--- src/rtl/layer_result_collector_pkg.sv ---
// Shared defaults for the result-collector slice: PU lane geometry and bank depth.
// NN_LANES / NN_LANE_W match the defaults used by the datapath and PU blocks.
package layer_result_collector_pkg;

  localparam int NN_LANES  = 8;
  localparam int NN_LANE_W = 8;
  localparam int RES_DEPTH = 4;

  // Address width for a bank of n words; never narrower than one bit.
  function automatic int addr_w(input int n);
    return (n > 1) ? $clog2(n) : 1;
  endfunction

endpackage

--- src/rtl/result_bank_rf.sv ---
// Two-bank result register file: 2*depth words of size*width bits.
// One synchronous write port and one asynchronous read port.
module result_bank_rf
  import layer_result_collector_pkg::*;
#(
  parameter int size  = NN_LANES,
  parameter int width = NN_LANE_W,
  parameter int depth = RES_DEPTH,
  localparam int aw   = addr_w(depth)
) (
  input  logic                    clk,
  input  logic                    we,
  input  logic                    wbank,
  input  logic [aw-1:0]           waddr,
  input  logic [size*width-1:0]   wdata,
  input  logic                    rbank,
  input  logic [aw-1:0]           raddr,
  output logic [size*width-1:0]   rdata
);

  logic [size*width-1:0] mem [2*depth];

  // NOTE: storage arrays carry no reset; valid-tracking counters decide which words are live.
  always_ff @(posedge clk) begin
    if (we) mem[{wbank, waddr}] <= wdata;
  end

  assign rdata = mem[{rbank, raddr}];

endmodule

--- src/rtl/layer_result_collector.sv ---
// Ping-pong result buffer on the PU return path: collects one layer of lane outputs
// while the previous layer is replayed as the puin stream for the next layer.
module layer_result_collector
  import layer_result_collector_pkg::*;
#(
  parameter int size  = NN_LANES,
  parameter int width = NN_LANE_W,
  parameter int depth = RES_DEPTH
) (
  input  logic                    clk,
  input  logic                    rstn,
  input  logic [size*width-1:0]   puout,
  input  logic                    capture,
  input  logic                    layerdone,
  output logic [size*width-1:0]   puin,
  output logic                    puin_valid,
  input  logic                    puin_ready,
  output logic                    puin_last,
  output logic                    full,
  output logic                    overflow
);

  localparam int cw = $clog2(depth + 1);
  localparam int aw = addr_w(depth);

  logic          wr_bank, rd_bank;
  logic [cw-1:0] wr_cnt, rd_left, eff_cnt;
  logic [aw-1:0] rd_ptr;
  logic          swap_pending;

  logic                  xfer, cap_ok, req_new, rd_free, swap, ovf_set;
  logic [size*width-1:0] rdata;

  always_comb begin
    xfer    = puin_valid & puin_ready;
    // The write bank freezes while a swap is waiting for the reader.
    cap_ok  = capture & (wr_cnt < cw'(depth)) & ~swap_pending;
    eff_cnt = wr_cnt + cw'(cap_ok);
    req_new = layerdone & ~swap_pending & (eff_cnt != '0);
    rd_free = (rd_left == '0) | ((rd_left == cw'(1)) & xfer);
    swap    = (req_new | swap_pending) & rd_free;
    ovf_set = (capture & ~cap_ok) | (layerdone & swap_pending);
  end

  // NOTE: sequential state uses non-blocking assignments so every register sees pre-edge values.
  always_ff @(posedge clk or negedge rstn) begin
    if (!rstn) begin
      wr_bank      <= 1'b0;
      rd_bank      <= 1'b0;
      wr_cnt       <= '0;
      rd_left      <= '0;
      rd_ptr       <= '0;
      swap_pending <= 1'b0;
      overflow     <= 1'b0;
    end else begin
      if (ovf_set) overflow <= 1'b1;
      if (swap) begin
        rd_bank      <= wr_bank;
        rd_left      <= eff_cnt;
        rd_ptr       <= '0;
        wr_bank      <= ~wr_bank;
        wr_cnt       <= '0;
        swap_pending <= 1'b0;
      end else begin
        if (xfer) begin
          rd_ptr  <= rd_ptr + aw'(1);
          rd_left <= rd_left - cw'(1);
        end
        if (cap_ok)  wr_cnt       <= eff_cnt;
        if (req_new) swap_pending <= 1'b1;
      end
    end
  end

  result_bank_rf #(
    .size  (size),
    .width (width),
    .depth (depth)
  ) u_rf (
    .clk   (clk),
    .we    (cap_ok),
    .wbank (wr_bank),
    .waddr (wr_cnt[aw-1:0]),
    .wdata (puout),
    .rbank (rd_bank),
    .raddr (rd_ptr),
    .rdata (rdata)
  );

  assign puin_valid = (rd_left != '0);
  assign puin       = puin_valid ? rdata : '0;
  assign puin_last  = puin_valid & (rd_left == cw'(1));
  assign full       = (wr_cnt == cw'(depth)) | swap_pending;

endmodule

--- config.mk ---
export PLATFORM = sky130hd
export DESIGN_NAME = layer_result_collector
export DESIGN_NICKNAME = d
export VERILOG_FILES = /design/src/rtl/layer_result_collector_pkg.sv /design/src/rtl/result_bank_rf.sv /design/src/rtl/layer_result_collector.sv
export SDC_FILE = /design/constraint.sdc
export NUM_CORES = 1
export LEC_CHECK = 0
export ABC_CLOCK_PERIOD_IN_PS = 8550
export BUFFER_PORTS_ARGS = -buffer_cell sky130_fd_sc_hd__buf_2
export CORE_UTILIZATION = 50
export DETAILED_ROUTE_END_ITERATION = 12
export HOLD_SLACK_MARGIN = 0.12
export PLACE_DENSITY = 0.68
export SLEW_MARGIN = 30
export SYNTH_ARGS = -nofsm -noshare
export SYNTH_HDL_FRONTEND = slang
export SYNTH_SLANG_ARGS = --single-unit
--- constraint.sdc ---
create_clock -name clk -period 8.55 [get_ports clk]
set_input_delay 2.1375 -clock clk [delete_from_list [all_inputs] [get_ports clk]]
set_output_delay 2.1375 -clock clk [all_outputs]
set_load 0.03 [all_outputs]
==> flow_summary_export.csv <==
group,metric,value,unit
power_and_ir_drop,vdd_drop_max,288.9,uV
global_route,grt_overflow,0,
timing,setup_viol,0,
global_route,grt_use_total,0.1945,
clock_network,clk_latency,0.57,ns
floorplan,initial_core_util,0.5069,
synth,ys.flop_type,"edfxtp_1",
clock_network,h-tree-depth,2,
finish,seq_area,15690,sq um
worst_setup_path,cp.required,6.41,ns
synth,synth_xor_area_frac,0.0008697,
placement,io_buffers,136,
route,avgViaCountPerCell,5.638,
clock_network,post_cts_buffers,0,
synth,yosys_warnings,0,
route,drt_first_pass_iters,5,
worst_setup_path,critPathCaptureType,"output port",
run_status,status,"finished clean",
timing,finalSetupTns,0,ns
timing,fmax,187.7,MHz
synth,ys_types,38,
synth,synth_fa_ha_area_frac,0.003106,
route,ant_nets,0,
synth,ys_ff_latch,524,
synth,synthSimpleGateAreaFrac,0.02106,
synth,syn_area,20140,sq um
timing,rsz0062_at_grt,"no",
synth,yosysSeqAreaShare,0.7782,
clock_network,clockBufferDepth,3,
worst_setup_path,startpoint_type,"flip-flop",
global_route,grt_pass1_wl,58800,um
finish,fillers,2883,
route,drt_iter0_markers,615,
clock_network,numClockSinks,524,
synth,syn_avg_cell_area,22.45,sq um
global_route,grt_max_degree,68,
worst_setup_path,path_max_fanout,42,
placement,post-dp-hpwl,20190,um
floorplan,die_area,41090,sq um
worst_setup_path,cp_data_arrival_time,3.19,ns
clock_network,cts_tree,"done",
placement,place_congestion,0.7159,
route,routed_wl,39070,um
timing,worst_clock_skew,0.01199,ns
floorplan,coreArea,39730,sq um
timing,worst_pin_slew,0.9858,ns
timing,slew_headroom,0.3428,
floorplan,rows,73,
synth,async_flop_share,0.02290,
power_and_ir_drop,powerDensity,355.4,nW/um^2
timing,fin_ws,3.222,ns
worst_setup_path,path_class,"flip-flop to output port",
timing,slew_viol_final,0,
timing,hold_violations,0,
clock_network,path_clk_slew,0.06,ns
placement,pre_cts_ws,3.725,ns
route,drc,0,
synth,syn_inst,897,
route,wl_per_cell,23.89,um
clock_network,cts_buffers,53,
clock_network,root_buffer,"clkbuf_16",
finish,drive_above_1_share,0.3333,
finish,area_growth,14.85,%
floorplan,io-pin-count,137,
min_path,hp-class,"flip-flop to flip-flop",
synth,synth-compound-area-share,0.006398,
synth,muxShareOfSynthArea,0.1775,
synth,synth_edf_count,512,
finish,multi_input_area,4268,sq um
finish,fin_nets,1139,
floorplan,die_h,202.7,um
timing,timing.final.crit_share,0.6231,
global_route,first_global_vias,9654,
run,drv_cap,0,
synth,synth_top_family_by_area,"multiplexers",
clock_network,cts_hold_buf,0,
route,route.vias.total,9218,
clock_network,cts-resized-gates,0,
global_route,antenna_found_initial,4,
timing,min_period,5.328,ns
floorplan,die_w,202.7,um
synth,syn-num-nets,971,
power_and_ir_drop,p_leak,7.751,nW
[layer usage]
layer  track usage  part of all wire
met2        0.3295              0.51
met3       0.03563             0.050
met4       0.05451             0.020
met5             0           0.00061
met1        0.2599              0.42
[stage by stage]
stage	instance area [sq um]	total power [mW]	utilization	hold WS, ns	cells
2_1_floorplan	20140	5.420	-	0.4755	897
3_3_place_gp	21480	6.162	0.5405	0.4554	1534
3_5_place_dp	21510	6.200	0.5413	0.4738	1535
4_1_cts	23120	8.355	0.5820	0.4913	1632
5_1_grt	23130	8.612	0.5821	0.5007	1633
6_report	23130	8.221	0.5822	0.4790	1635
[synthesized netlist by cell type, types with 2 or more instances]
| library cell | count | area (sq um) |
|---|---|---|
| nor2_1 | 79 | 296.5 |
| nor3_1 | 3 | 15.01 |
| buf_1 | 4 | 15.01 |
| mux2i_1 | 68 | 680.7 |
| edfxtp_1 | 512 | 15370 |
| nand2b_1 | 3 | 18.77 |
| buf_4 | 8 | 60.06 |
| buf_6 | 2 | 22.52 |
| clkbuf_1 | 16 | 60.06 |
| dfrtp_1 | 12 | 300.3 |
| a211o_1 | 2 | 17.52 |
| ha_1 | 5 | 62.56 |
| nor3b_1 | 3 | 22.52 |
| nand2_1 | 4 | 15.01 |
| a21oi_1 | 3 | 15.01 |
| mux4_2 | 128 | 2883 |
| inv_1 | 7 | 26.28 |
| nand3_1 | 2 | 10.01 |
| o21ai_1 | 2 | 10.01 |
| buf_2 | 15 | 75.07 |
| a21o_1 | 2 | 15.01 |
[worst max-delay path: stages, from the launching register on]
cell,delay (ns)
dfrtp_4,0.72
buf_4,0.76
mux4_2,0.60
mux2i_1,0.18
nor2_1,0.09
buf_2,0.22
[path summary, 6_finish.rpt]
path,depth (start not counted),startpoint,slack (ns),to
worst min register to register,1,overflow,0.48,overflow
min in group asynchronous,1,rstn,1.44,rd_left[2]
worst min-delay path,1,overflow,0.48,overflow
worst max register to register,5,swap_pending,5.60,u_rf.mem[5][9]
max in group asynchronous,1,rstn,6.84,rd_ptr[0]
worst max-delay path,5,rd_ptr[0],3.22,puin[26]
[placed cells by master, fill, tap and decap left out, drive strengths merged, types with 2 or more instances in the layout]
master,count
a2111oi,2
a211o,2
a21o,2
a21oi,3
buf,158
bufinv,2
clkbuf,74
clkinv,19
dfrtp,12
diode,3
edfxtp,512
ha,5
inv,8
mux2i,68
mux4,128
nand2,4
nand2b,3
nand3,2
nor2,79
nor3,3
nor3b,4
o21ai,3
[area by class of cell]
class / instances / area share
Tap cell: 525 / 0.02840
Inverter: 7 / 0.001136
Sequential cell: 524 / 0.6781
Antenna cell: 3 / 0.0003245
Clock inverter: 23 / 0.006815
Timing Repair Buffer: 158 / 0.03775
Clock buffer: 74 / 0.06301
Multi-Input combinational cell: 321 / 0.1845
[cells by family after synthesis]
logic type      count (synthesis)
flops                         524
mux                           197
xor+xnor                        2
buf+inv                        52
compound gates                 17
fa+ha+maj                       5
simple gates                  100
[power by group]
part           total [mW]  switching (mW)  internal [mW]
Combinational        2.79            1.71           1.08
Clock                2.14           0.896           1.24
Sequential           3.29           0.166           3.13
Total                8.22            2.78           5.44
[registers in the layout (all words and copies together), names as in the netlist]
signal / cells
rd_ptr: 2
u_rf.mem: 512
wr_cnt: 3
swap_pending: 1
rd_left: 3
rd_bank: 1
overflow: 1
wr_bank: 1
(Power assumes the default switching activity.)
